### src/rtl/uart_pkg.sv
// uart_pkg: shared types and constants for the UART transmitter.
// FSM encoding, bit-time derivation and frame-length constants.
package uart_pkg;

  typedef enum logic [2:0] {
    S_IDLE,
    S_START,
    S_DATA,
    S_PARITY,
    S_STOP
  } state_t;

  localparam int START_BITS = 1;
  localparam int DATA_BITS  = 8;
  localparam int STOP_BITS  = 1;

  function automatic int calc_bit_time(
    input int clk_freq,
    input int baud
  );
    return clk_freq / baud;
  endfunction

endpackage

### src/rtl/uart_tx_baud_gen.sv
// baud_gen: per-bit cycle counter for the UART transmitter.
// Pulses bit_done in the last cycle (count BIT_TIME-1) of each bit.
module baud_gen #(
  parameter int BIT_TIME = 868
) (
  input  logic clk,
  input  logic rst_n,
  input  logic clear,
  input  logic enable,
  output logic bit_done
);

  if (BIT_TIME < 2) begin : g_bad_bit_time
    $error("baud_gen: BIT_TIME must be at least 2");
  end

  localparam int CW = (BIT_TIME < 2) ? 1 : $clog2(BIT_TIME);
  localparam logic [CW-1:0] LAST = CW'(BIT_TIME - 1);

  logic [CW-1:0] cnt;

  assign bit_done = enable && (cnt == LAST);

  // Count cycles within a bit; wrap at the last cycle, zero on clear.
  always_ff @(posedge clk or negedge rst_n) begin
    if (!rst_n) begin
      cnt <= '0;
    end else if (clear) begin
      cnt <= '0;
    end else if (enable) begin
      cnt <= (cnt == LAST) ? '0 : cnt + 1'b1;
    end
  end

endmodule

### src/rtl/uart_tx.sv
// uart_tx: 8N1 serial transmitter with optional parity.
// One-byte holding register double-buffers writes against the shifter.
module uart_tx
  import uart_pkg::*;
#(
  parameter int CLK_FREQ   = 100_000_000,
  parameter int BAUD       = 115200,
  parameter int PARITY_EN  = 0,
  parameter int PARITY_ODD = 0
) (
  input  logic       SYS_CLK,
  input  logic       SYS_RST,
  input  logic       i_load,
  input  logic [7:0] i_data,
  output logic       o_TX,
  output logic       o_TXRDY,
  output logic       o_BUSY
);

  localparam int BIT_TIME = calc_bit_time(CLK_FREQ, BAUD);
  localparam logic [2:0] LAST_IDX = 3'(DATA_BITS - 1);
  localparam logic PAR_ODD = (PARITY_ODD != 0);
  localparam logic PAR_EN = (PARITY_EN != 0);

  state_t     state, state_n;
  logic       tx, tx_n;
  logic       busy, busy_n;
  logic [7:0] shift, shift_n;
  logic [2:0] idx, idx_n;
  logic       par, par_n;
  logic [7:0] hold, hold_n;
  logic       hold_full, hold_full_n;
  logic       xfer;
  logic       bit_clear;
  logic       bit_en;
  logic       bit_done;

  assign o_TX    = tx;
  assign o_BUSY  = busy;
  assign o_TXRDY = !hold_full;

  assign bit_en    = (state != S_IDLE);
  assign bit_clear = (state_n != state) || (state == S_IDLE);

  baud_gen #(
    .BIT_TIME(BIT_TIME)
  ) u_baud (
    .clk     (SYS_CLK),
    .rst_n   (SYS_RST),
    .clear   (bit_clear),
    .enable  (bit_en),
    .bit_done(bit_done)
  );

  // State, line and buffer registers; reset aborts any frame at once.
  always_ff @(posedge SYS_CLK or negedge SYS_RST) begin
    if (!SYS_RST) begin
      state     <= S_IDLE;
      tx        <= 1'b1;
      busy      <= 1'b0;
      shift     <= '0;
      idx       <= '0;
      par       <= 1'b0;
      hold      <= '0;
      hold_full <= 1'b0;
    end else begin
      state     <= state_n;
      tx        <= tx_n;
      busy      <= busy_n;
      shift     <= shift_n;
      idx       <= idx_n;
      par       <= par_n;
      hold      <= hold_n;
      hold_full <= hold_full_n;
    end
  end

  // Next-state, next line bit, holding-register accept and transfer.
  always_comb begin
    state_n     = state;
    tx_n        = tx;
    shift_n     = shift;
    idx_n       = idx;
    par_n       = par;
    hold_n      = hold;
    hold_full_n = hold_full;
    xfer        = 1'b0;

    if (i_load && !hold_full) begin
      hold_n      = i_data;
      hold_full_n = 1'b1;
    end

    unique case (state)
      S_IDLE: begin
        if (hold_full) begin
          xfer = 1'b1;
        end
      end
      S_START: begin
        if (bit_done) begin
          state_n = S_DATA;
          idx_n   = '0;
          tx_n    = shift[0];
        end
      end
      S_DATA: begin
        if (bit_done) begin
          if (idx == LAST_IDX) begin
            if (PAR_EN) begin
              state_n = S_PARITY;
              tx_n    = par;
            end else begin
              state_n = S_STOP;
              tx_n    = 1'b1;
            end
          end else begin
            idx_n   = idx + 3'd1;
            shift_n = {1'b0, shift[7:1]};
            tx_n    = shift[1];
          end
        end
      end
      S_PARITY: begin
        if (bit_done) begin
          state_n = S_STOP;
          tx_n    = 1'b1;
        end
      end
      S_STOP: begin
        if (bit_done) begin
          if (hold_full) begin
            xfer = 1'b1;
          end else begin
            state_n = S_IDLE;
            tx_n    = 1'b1;
          end
        end
      end
      default: begin
        state_n = S_IDLE;
        tx_n    = 1'b1;
      end
    endcase

    if (xfer) begin
      state_n     = S_START;
      tx_n        = 1'b0;
      shift_n     = hold;
      par_n       = (^hold) ^ PAR_ODD;
      hold_full_n = 1'b0;
    end

    busy_n = (state_n != S_IDLE);
  end

endmodule

### config.mk
export PLATFORM = sky130hd
export DESIGN_NAME = uart_tx
export DESIGN_NICKNAME = d
export VERILOG_FILES = /design/src/rtl/uart_pkg.sv /design/src/rtl/uart_tx_baud_gen.sv /design/src/rtl/uart_tx.sv
export SDC_FILE = /design/constraint.sdc
export NUM_CORES = 1
export LEC_CHECK = 0
export ABC_AREA = 1
export CORE_UTILIZATION = 60
export CTS_BUF_LIST = sky130_fd_sc_hd__clkbuf_8
export CTS_CLUSTER_DIAMETER = 30
export DETAILED_ROUTE_END_ITERATION = 7
export PLACE_DENSITY = 0.86
export SETUP_SLACK_MARGIN = 0.05
export SYNTH_ARGS = -nofsm -noshare
export SYNTH_HDL_FRONTEND = slang
export SYNTH_SLANG_ARGS = --single-unit
### constraint.sdc
create_clock -name SYS_CLK -period 2.05 [get_ports SYS_CLK]
set_input_delay 0.41 -clock SYS_CLK [delete_from_list [all_inputs] [get_ports SYS_CLK]]
set_output_delay 0.41 -clock SYS_CLK [all_outputs]
set_load 0.1 [all_outputs]
==> results of run 1 <==
[state kept, by name, summed over array words and instances, names as in the netlist]
register / count
u_baud.cnt: 10
shift: 8
idx: 3
o_BUSY: 1
hold_full: 1
hold: 8
o_TX: 1
state: 3
[Yosys cell counts (3+ instances only)]
cell	count
a21oi_1	10
dfrtp_1	34
ha_1	3
inv_1	28
inv_2	3
mux2_2	4
nand2_1	41
nand2_2	3
nand3_1	7
nand4_1	6
nor2_1	29
nor2_4	3
o21ai_0	20
xor2_1	4
[metal layers]
metal / global-route usage [%] / share of wire (%) / wire [microns]
met1: 30.21 / 44 / 1480
met4: 12.54 / 2.7 / 91
met3: 5.669 / 4.0 / 132
met2: 38.66 / 49 / 1630
met5: 0 / 0 / 0
[critical path, stage by stage, from the launching register on]
cell and delay [ps]:
dfrtp_1 370, ha_1 260, nand2_1 90, nor2_2 110, nand3_2 160, nand2_2 120, nand2_4 100, a22oi_4 200
buf_12 160, nor2_1 40, a21oi_1 130
[final timing paths]
| kind | from | to | slack [ps] |
|---|---|---|---|
| hold reg to reg | hold[7] | shift[7] | 500 |
| hold / removal | hold[7] | shift[7] | 500 |
| setup / recovery | u_baud.cnt[0] | shift[5] | 220 |
| min in group asynchronous | SYS_RST | idx[1] | 530 |
| setup reg to reg | u_baud.cnt[0] | shift[5] | 220 |
| max in group asynchronous | SYS_RST | o_TX | 1180 |
[final cells by class]
type | instances | area [sq um] | area share, %
inverter | 31 | 116.4 | 5.506
sequential | 35 | 877.1 | 41.50
timing repair buffer | 15 | 175.2 | 8.289
tap | 31 | 38.79 | 1.835
clock buffer | 7 | 96.34 | 4.559
clock inverter | 1 | 7.507 | 0.3552
multi-input combinational | 146 | 802.0 | 37.95
[power by group through the flow]
stage	combinational (W)	clock (W)	sequential [W]
4_1_cts	0.000124	0.000565	0.000769
3_3_place_gp	0.000119	0	0.000779
3_5_place_dp	0.000123	0	0.000783
2_1_floorplan	0.0000705	0	0.000775
6_report	0.000122	0.000554	0.000768
5_1_grt	0.000136	0.000588	0.000774
[cell families (layout without fill, tap and decap cells)]
group                    count (synthesis)  in the layout  share of synthesized area (%)
AND/OR/NAND/NOR                         99             99                          26.08
AO/OA/AOI/OAI                           36             36                          11.56
flip-flops                              35             35                          48.25
buffers and inverters                   34             54                          7.639
XOR/XNOR                                 4              4                          1.927
multiplexers                             4              4                          2.477
adder cells (fa/ha/maj)                  3              3                          2.065
[metrics by stage]
stage	setup slack (ps)	hold slack (ps)	total power (W)	util [%]	cells
after floorplan	133.9	114.4	0.0008458	-	215
after global placement	302.0	464.5	0.0008983	70.92	257
after detailed placement	189.4	484.0	0.0009060	70.92	257
after CTS	179.2	501.1	0.001458	74.62	265
after global routing	49.80	509.7	0.001498	75.33	266
final	223.9	496.3	0.001444	75.33	266
[repair_timing]
| item | in CTS | in global routing |
|---|---|---|
| hold buffers | 0 | 0 |
| buffers inserted | 0 | 1 |
| setup endpoints to repair | 0 | 6 |
==> impl_metrics.yaml, run 1 <==
outcome:
  status: "finished, violations left"
  violations: "DRC"
synthesis:
  yosysTopAreaCell: "dfrtp_1"
  synth_seq_cells: 35
  synthArstFlopShare_pct: 100.0
  netlist.area_leader.share_pct: 46.80
  ys_top_cells_by_area: "dfrtp_1 (47%), nand2_1 (8.5%), nor2_1 (6.0%)"
  synth_area_sq_um: 1818
  yosysUniqueCellTypes: 31
  yosysSeqAreaShare_pct: 48.25
  avgSynthCellArea_sq_um: 8.456
  ys_dominant_reg_cell: "dfrtp_1"
  ys_warn_count: 0
  synth_nets: 229
  synthCells: 215
  synth_edf_count: 0
detailed_routing:
  wl_per_cell_microns: 12.53
  viasPerCell: 5.398
  dr.first_iter.drc_count: 73
  vias: 1436
  ant_nets: 0
  drc: 2
  dr.pass1.iters: 6
  wirelength_microns: 3334
power_and_ir_drop:
  ir_worst_vdd_mv: 0.4927
  power.share.switching_pct: 23.12
  p_clk_share_pct: 38.4
  switching_power_w: 0.0003338
  combPwrFrac_pct: 8.4
  power.internal_w: 0.001110
  power_density_nw_per_um2: 683.3
  p_seq_share_pct: 53.2
  leakagePower_nw: 0.9585
floorplanning:
  die_w_microns: 57.05
  start_util_pct: 64.81
  die_y_microns: 57.05
  row_count: 19
  core_area_sq_um: 2805
  die-area_sq_um: 3254
  ioPinCount: 14
finish:
  syn_to_final_growth_pct: 16.24
  n_antenna_cell: 0
  final_area_sq_um: 2113
  drive_gt1_share_pct: 15.32
  mostFrequentLayoutCells: "nand2_1 (41), dfrtp_1 (34), nor2_1 (29), inv_1 (28), o21ai_0 (20)"
  fillers: 211
  layout.nets: 248
  layout_commonest_cell: "nand2_1"
place:
  placedInstanceArea_sq_um: 1989
  portBuffers: 13
  hpwl_microns: 2285
  routabilityCongestion: 0.8865
sta:
  finalMaxSlewViolations: 0
  relSlewSlack_pct: 71.94
  min_period_ps: 1826
  fin_setup_tns_ps: 0
  finalSetupViolCount: 0
  timing.final.crit_share_pct: 89.08
  rsz0062_at_grt: "no"
  fin_skew_ps: 4.329
  hold_viol_final: 0
  worst_pin_slew_ps: 421.0
  fmax_ghz: 0.5476
global_route:
  grt_max_degree: 36
  grt_pass1_vias: 1437
  track_usage_pct: 23.97
  grt_overflow: 0
  antenna_found_initial: 0
  grt_pass1_wl_microns: 5989
hold_path:
  hold-path-cell-count: 2
  hold_class: "reg -> reg"
cts:
  clock_path_buffers: 2
  cts_resized: 0
  clock_tree.htree_level_count: 2
  clk-insertion-delay-late_ps: 290
  clock_sinks: 35
  cts_tree: "yes"
  cts-root-buf: "clkbuf_8"
  cts_buffers: 5
  clk_pin_slew_ps: 70
setup_path:
  worstPathArrival_ps: 2030
  reg2reg_depth: 10
  cp-end-kind: "flop"
  critPathLaunchType: "flop"
  crit_type: "reg -> reg"
  cp_max_fo: 14
  cp_data_required_time_ps: 2260
job:
  cap_viol_max_count: 0
Power figures use the tool's default switching activity.
==> inputs of run 2 (changes only) <==
--- a/config.mk
+++ b/config.mk
@@ -12,6 +12,7 @@
 export DETAILED_ROUTE_END_ITERATION = 7
 export PLACE_DENSITY = 0.86
 export SETUP_SLACK_MARGIN = 0.05
+export SLEW_MARGIN = 20
 export SYNTH_ARGS = -nofsm -noshare
 export SYNTH_HDL_FRONTEND = slang
 export SYNTH_SLANG_ARGS = --single-unit
==> results of run 2 <==
The final DEF is identical to that of run 1; final timing and power are the same.
